**src/rtl/serial_add_ctrl.sv**
```systemverilog
// Bit-serial adder controller: adds two WIDTH-bit operands LSB-first, one bit per
// clock, through a 1-bit full adder made of two half-adder cells and a stored carry.
module serial_add_ctrl #(
  parameter int WIDTH = 8
) (
  input  logic             clk,
  input  logic             rst_n,
  input  logic             start,
  input  logic [WIDTH-1:0] a,
  input  logic [WIDTH-1:0] b,
  output logic             busy,
  output logic             done,
  output logic [WIDTH-1:0] sum,
  output logic             co
);

  localparam int CNT_W = (WIDTH > 1) ? $clog2(WIDTH) : 1;
  localparam logic [CNT_W-1:0] LAST = CNT_W'(WIDTH - 1);

  typedef enum logic [1:0] {
    IDLE = 2'd0,
    RUN  = 2'd1,
    DONE = 2'd2
  } state_t;

  state_t state, state_nxt;

  logic [WIDTH-1:0] sa, sb, acc;
  logic             carry;
  logic [CNT_W-1:0] cnt;

  logic             p, g1, s, g2, carry_nxt;
  logic [WIDTH-1:0] acc_nxt;
  logic             accept, step, last;

  // Half-adder cell: returns {carry, sum}.
  function automatic logic [1:0] half_add(input logic x, input logic y);
    return {x & y, x ^ y};
  endfunction

  // Full adder from two half adders; the shifted form of acc also covers WIDTH=1.
  always_comb begin
    {g1, p}   = half_add(sa[0], sb[0]);
    {g2, s}   = half_add(p, carry);
    carry_nxt = g1 | g2;
    acc_nxt   = (acc >> 1) | (WIDTH'(s) << (WIDTH - 1));
  end

  assign accept = (state == IDLE) && start;
  assign step   = (state == RUN);
  assign last   = step && (cnt == LAST);

  always_comb begin
    state_nxt = state;
    case (state)
      IDLE:    if (start) state_nxt = RUN;
      RUN:     if (cnt == LAST) state_nxt = DONE;
      DONE:    state_nxt = IDLE;
      default: state_nxt = IDLE;
    endcase
  end

  always_ff @(posedge clk or negedge rst_n) begin
    if (!rst_n) begin
      state <= IDLE;
      busy  <= 1'b0;
      done  <= 1'b0;
    end else begin
      state <= state_nxt;
      busy  <= (state_nxt == RUN);
      done  <= (state_nxt == DONE);
    end
  end

  // Operand shifters, carry, partial-sum accumulator and bit counter.
  always_ff @(posedge clk or negedge rst_n) begin
    if (!rst_n) begin
      sa    <= '0;
      sb    <= '0;
      acc   <= '0;
      carry <= 1'b0;
      cnt   <= '0;
    end else if (accept) begin
      sa    <= a;
      sb    <= b;
      acc   <= '0;
      carry <= 1'b0;
      cnt   <= '0;
    end else if (step) begin
      sa    <= sa >> 1;
      sb    <= sb >> 1;
      acc   <= acc_nxt;
      carry <= carry_nxt;
      cnt   <= cnt + CNT_W'(1);
    end
  end

  // Result registers only move on the final bit, so they hold across a new RUN.
  always_ff @(posedge clk or negedge rst_n) begin
    if (!rst_n) begin
      sum <= '0;
      co  <= 1'b0;
    end else if (last) begin
      sum <= acc_nxt;
      co  <= carry_nxt;
    end
  end

endmodule

```
**config.mk**
```make
export PLATFORM = sky130hd
export DESIGN_NAME = serial_add_ctrl
export DESIGN_NICKNAME = d
export VERILOG_FILES = /design/src/rtl/serial_add_ctrl.sv
export SDC_FILE = /design/constraint.sdc
export NUM_CORES = 1
export LEC_CHECK = 0
export BUFFER_PORTS_ARGS = -buffer_cell sky130_fd_sc_hd__buf_2
export CORE_MARGIN = 3
export CORE_UTILIZATION = 45
export CTS_CLUSTER_DIAMETER = 40
export CTS_CLUSTER_SIZE = 16
export DETAILED_ROUTE_END_ITERATION = 8
export HOLD_SLACK_MARGIN = 0.06
export PLACE_DENSITY = 0.66
export SKIP_CTS_REPAIR_TIMING = 1
export SYNTH_ARGS = -nofsm -noshare
export SYNTH_HDL_FRONTEND = slang
export SYNTH_SLANG_ARGS = --single-unit
```
**constraint.sdc**
```tcl
create_clock -name clk -period 1.6 [get_ports clk]
set_input_delay 0.32 -clock clk [delete_from_list [all_inputs] [get_ports clk]]
set_output_delay 0.32 -clock clk [all_outputs]
set_load 0.03 [all_outputs]
```
==> results of run 1 <==
==> Yosys cell counts <==
library cell  instances
buf_2                 1
nand3b_4              1
mux2_2                1
mux2_1                6
mux2i_1               3
nand2b_1              1
a21oi_1               2
buf_4                 4
and2b_4               1
ha_1                  2
o21bai_4              1
o311ai_1              2
buf_6                 7
o22ai_1               1
nor4b_2               8
inv_1                21
o2bb2ai_1             1
dfrtp_1              40
nand2_1               2
o21ba_2               1
a221oi_1             14
nand4bb_1             2
fa_1                  1
a22o_1                8
nor4b_1               6
==> logic make-up after synthesis <==
group / count (synthesis) / synth area share
compound gates: 30 / 0.143
fa+ha+maj: 3 / 0.0243
simple gates: 21 / 0.129
buf+inv: 33 / 0.104
flops: 40 / 0.541
mux: 10 / 0.0588
==> registers in the layout, summed over array words and instances (netlist names) <==
name	cells
done	1
sb	8
co	1
acc	7
sa	8
sum	8
carry	1
state	2
busy	1
cnt	3
==> power groups by stage <==
stage / clock [mW] / sequential [mW] / combinational (mW)
2_1_floorplan: 0 / 1.85 / 1.13
5_1_grt: 0.853 / 1.71 / 1.73
3_3_place_gp: 0 / 1.67 / 1.55
4_1_cts: 0.816 / 1.66 / 1.61
3_5_place_dp: 0 / 1.68 / 1.60
6_report: 0.782 / 1.66 / 1.58
==> how the worst max path moves through the flow <==
stage	start	to	cells after the start
floorplan	cnt[0]	sum[0]	5
global placement	cnt[0]	sum[1]	4
detailed placement	cnt[0]	sum[1]	4
CTS	cnt[0]	sum[1]	4
global route	cnt[0]	sum[1]	4
finish	cnt[0]	sum[1]	4
==> per-stage QoR <==
stage          hold WS (ps)  instance area, um^2  power, mW
2_1_floorplan          24.4                 1850       2.98
3_3_place_gp            302                 1990       3.21
3_5_place_dp            303                 1990       3.28
4_1_cts               -5.37                 2100       4.09
5_1_grt                 341                 2110       4.29
6_report                328                 2110       4.02
==> cells in the final DEF, fill, tap and decap left out <==
cell type      count
clkbuf_1           1
nand4bb_1          2
nor4b_2            8
o2bb2ai_1          1
dlygate4sd3_1      1
inv_1             21
ha_1               2
buf_2             29
o311ai_1           2
nand2b_1           1
and2b_4            1
clkbuf_8           5
mux2i_1            3
bufinv_16          1
mux2_1             6
nand3b_4           1
buf_4              4
a22o_1             8
nor4b_1            6
dfrtp_1           40
mux2_2             1
clkinv_2           1
o21ba_2            1
a21oi_1            2
o22ai_1            1
fa_1               1
nand2_1            2
buf_12             1
a221oi_1          14
o21bai_4           1
==> layout make-up <==
class / instances / area share
clock buffer: 6 / 0.0344
clock inverter: 2 / 0.0166
inverter: 21 / 0.0374
multi-input combinational: 64 / 0.311
sequential: 40 / 0.474
tap: 48 / 0.0285
timing repair buffer: 35 / 0.0973
==> routing by layer <==
| layer | vias to the layer above | routed length (um) | GRT usage |
|---|---|---|---|
| met4 | 0 | 29 | 0.0702 |
| li1 | 560 | - | - |
| met5 | - | 0 | 0 |
| met2 | 30 | 1510 | 0.215 |
| met3 | 4 | 190 | 0.0331 |
| met1 | 551 | 1290 | 0.155 |
==> worst max-delay path, stage by stage, from the launching register on <==
cell	delay [ps]
dfrtp_1	390
ha_1	200
ha_1	240
nand3b_4	200
mux2_2	360
==> impl_metrics.py, run 1 <==
metrics = {
    "critical_path": {
        "reg2reg_from": "cnt[0]",
        "worstSetupEndpointType": "register",
        "critPathMaxFanout": 11,
        "critical_path_arrival_ps": 1670,
        "reg2regPathDepth": 4,
        "rr_endpoint": "sum[1]",
        "cp.required_ps": 1770,
        "startpoint_type": "register",
        "rrSetupSlack_ps": 110,
        "worst-setup-path-type": "register to register",
    },
    "cells_and_area": {
        "areaGrowthSynthToFinish_pct": 14.0,
        "multi_input_area_um2": 657,
        "final_util": 0.555,
        "final-seq-area_um2": 1000,
        "drive_above_1_share": 0.321,
        "layout.cells.non_filler": 216,
        "fillerInstances": 342,
        "antennaDiodeCount": 0,
        "nNetsFinal": 189,
    },
    "floorplanning": {
        "start_util": 0.487,
        "die-area_um2": 4920,
        "die_w_um": 70.1,
        "core_um2": 3800,
        "std_cell_rows": 22,
        "fp.dieH_um": 70.1,
        "ios": 30,
    },
    "global_route": {
        "grt_remaining_overflow": 0,
        "grt_pass1_vias": 1125,
        "grt_pass1_wl_um": 5020,
        "antenna_found_initial": 0,
        "grt_max_degree": 41,
        "grt_usage": 0.130,
    },
    "clocking": {
        "cts_buffers": 5,
        "clock-sinks": 40,
        "cts-root-buf": "clkbuf_8",
        "cts.path.max_buffers": 2,
        "cts_tree": "built",
        "cts_htree_levels": 2,
        "path_clk_slew_ps": 70,
        "clk_latency_ps": 290,
    },
    "drt": {
        "drtIter0Drc": 94,
        "routed_via_density": 5.30,
        "wl_per_cell_um": 14.0,
        "drc": 0,
        "ant_nets": 0,
        "vias": 1145,
        "dr.pass1.iters": 4,
        "wl_um": 3020,
    },
    "min_path": {
        "worstHoldPathCells": 3,
        "whs_endpoint": "sa[7]",
        "min_path_type": "input port to register",
        "min_from": "a[7]",
    },
    "timing": {
        "max_slew.worst_pin.slew_ps": 316,
        "fmax_ghz": 0.670,
        "fin_skew_ps": 5.91,
        "slew_headroom": 0.789,
        "hold_viol": 0,
        "rsz0062_at_grt": "false",
        "post-route-min-period_ps": 1490,
        "min_period_over_period": 0.933,
        "finalMaxSlewViolations": 0,
        "setup_viol": 0,
        "finalWorstSetupSlack_ps": 108,
        "setup-tns-final_ps": 0,
    },
    "place": {
        "gp_congestion": 0.765,
        "port_buffers": 29,
        "numPlacedInstances": 207,
        "hpwlAfterDp_um": 2050,
        "pre_cts_slack_ps": 114,
    },
    "logic_synthesis": {
        "ys_types": 25,
        "netlist.area_leader.share": 0.541,
        "synth_area_um2": 1850,
        "synthCells": 137,
        "synth-seq-area-share": 0.541,
        "ys_ff_latch": 40,
        "avgSynthCellArea_um2": 13.5,
        "synth_fp_nets": 159,
        "synth_top_cell_by_area": "dfrtp_1",
        "synth_area_leaders": "dfrtp_1 54%, a221oi_1 6.6%, nor4b_2 6.5%",
        "yosysWarnings": 0,
    },
    "power_and_ir_drop": {
        "internal-power_mw": 2.59,
        "seqPwrFrac": 0.412,
        "p_leak_nw": 1.02,
        "comb_power_share": 0.393,
        "pwr-share-clk": 0.195,
        "powerDensity_nw_per_um2": 1910,
        "vdd_drop_max_mv": 0.929,
        "p_sw_frac": 0.356,
        "p_sw_mw": 1.43,
    },
    "flow_run": {
        "drv_cap": 0,
    },
    "outcome": {
        "status": "complete, no violations",
    },
}
(Power assumes the default switching activity.)
==> run 2, diff against run 1 <==
CELL_PAD_IN_SITES_DETAIL_PLACEMENT = 1   (was not set)
CELL_PAD_IN_SITES_GLOBAL_PLACEMENT = 1   (was not set)
PLACE_DENSITY = 0.78   (was 0.66)
==> run 2 against run 1 <==
Compared with the run above: final cell count fell by 0.46%; sequential power barely moved; clock-buffer cell count fell by 1; clock skew decreased by 1.4 ps; die area is the same; clock power decreased by 18%; critical path type unchanged; critical endpoint is now sum[3]; highest routed layer unchanged.
==> impl_metrics.py, run 2 (synthesis results as in run 1) <==
metrics = {
    "clocking": {
        "cts_htree_levels": 2,
        "path_clk_slew_ps": 70,
        "clk_latency_ps": 300,
        "clock-sinks": 40,
        "cts_buffers": 5,
        "cts_tree": "built",
        "cts.path.max_buffers": 2,
        "cts-root-buf": "clkbuf_8",
    },
    "cells_and_area": {
        "nNetsFinal": 189,
        "reg.largest.list": "sa x8, sb x8, sum x8",
        "final_common_cell": "dfrtp_1",
        "final_util": 0.544,
        "stdcell_area_um2": 2070,
        "drive_above_1_share": 0.329,
        "multi_input_area_um2": 657,
        "layout.cells.non_filler": 215,
        "final-seq-area_um2": 1000,
        "layout_common_cells": "40 x dfrtp_1, 29 x buf_2, 21 x inv_1",
        "fillerInstances": 414,
        "areaGrowthSynthToFinish_pct": 11.8,
        "antennaDiodeCount": 0,
    },
    "min_path": {
        "min_path_type": "input port to async pin",
    },
    "timing": {
        "finalWorstSetupSlack_ps": 107,
        "max_slew.worst_pin.slew_ps": 489,
        "rsz0062_at_grt": "false",
        "finalMaxSlewViolations": 0,
        "setup-tns-final_ps": 0,
        "slew_headroom": 0.674,
        "fmax_ghz": 0.670,
        "post-route-min-period_ps": 1490,
        "min_period_over_period": 0.933,
        "hold_viol": 0,
        "setup_viol": 0,
        "fin_skew_ps": 4.47,
        "timing.hold.ws_ps": 70.6,
    },
    "critical_path": {
        "worst-setup-path-type": "register to register",
        "path_cells": "ha_1, ha_1, nand3b_4, mux2_1",
        "crit_slowest_cell": "dfrtp_1",
        "critical_path_arrival_ps": 1670,
        "rrSetupSlack_ps": 110,
        "cp.required_ps": 1780,
        "crit_top_cell": "ha_1",
        "cpPeakStageDelay_ps": 400,
        "worstSetupEndpointType": "register",
        "critPathMaxFanout": 11,
        "startpoint_type": "register",
    },
    "place": {
        "dpl-instance-area_um2": 1990,
        "pre_cts_slack_ps": 98.7,
        "gp_congestion": 0.738,
        "numPlacedInstances": 208,
        "port_buffers": 29,
        "hpwlAfterDp_um": 2460,
    },
    "power_and_ir_drop": {
        "p_leak_nw": 1.00,
        "powerDensity_nw_per_um2": 1900,
        "power_mw": 3.94,
        "vdd_drop_max_mv": 0.738,
    },
    "drt": {
        "drc": 0,
        "routed_via_density": 5.60,
        "wl_um": 3560,
        "vias": 1204,
        "dr.pass1.iters": 2,
        "ant_nets": 0,
        "drtIter0Drc": 29,
        "wl_per_cell_um": 16.6,
    },
    "floorplanning": {
        "std_cell_rows": 22,
        "die_w_um": 70.1,
        "ios": 30,
        "die-area_um2": 4920,
        "core_um2": 3800,
        "fp.dieH_um": 70.1,
        "start_util": 0.487,
    },
    "global_route": {
        "grt_pass1_wl_um": 5960,
        "antenna_found_initial": 0,
        "grt_max_degree": 41,
        "grt_pass1_vias": 1267,
        "grt_remaining_overflow": 0,
        "grt_usage": 0.160,
    },
    "flow_run": {
        "drv_cap": 0,
    },
    "outcome": {
        "status": "complete, no violations",
    },
}
[run 2: cell count changes in the layout (fill, tap and decap cells not counted), sizes merged]
cell and delta:
buf +1, bufinv -1, clkbuf -1, dlygate4sd3 -1, clkinvlp +1
[run 2: final cells by class]
cell class | count | share of cell area
Sequential cell | 40 | 0.484
Multi-Input combinational cell | 64 | 0.318
Timing Repair Buffer | 35 | 0.0920
Inverter | 21 | 0.0381
Clock buffer | 5 | 0.0333
Tap cell | 48 | 0.0290
Clock inverter | 2 | 0.00605
[run 2: routing by layer]
metal | track usage | vias up | share of wire
met4 | 0.102 | 0 | 0.027
met1 | 0.187 | 613 | 0.43
met2 | 0.260 | 24 | 0.50
met5 | 0 | - | 0
li1 | - | 559 | -
met3 | 0.0403 | 8 | 0.040
[run 2: worst paths after layout]
| kind | cells past startpoint | to | from |
|---|---|---|---|
| hold / removal | 2 | sb[1] | rst_n |
| setup reg to reg | 4 | sum[3] | cnt[0] |
| max in group asynchronous | 2 | sa[4] | rst_n |
| hold reg to reg | 1 | sum[5] | sum[5] |
| min in group clk | 3 | sa[7] | a[7] |
| setup / recovery | 4 | sum[3] | cnt[0] |
[run 2: report_power, final]
part,internal (mW),total [mW],switching (mW)
logic,0.668,1.62,0.949
registers,1.46,1.68,0.221
clock network,0.295,0.640,0.345
total,2.42,3.94,1.52
[run 2: worst max-delay path: cells and delay by family, from the launching register on]
family / cells / cell delay, ps
adder cells (fa/ha/maj): 2 / 440
flip-flops: 1 / 400
multiplexers: 1 / 350
AND/OR/NAND/NOR: 1 / 180
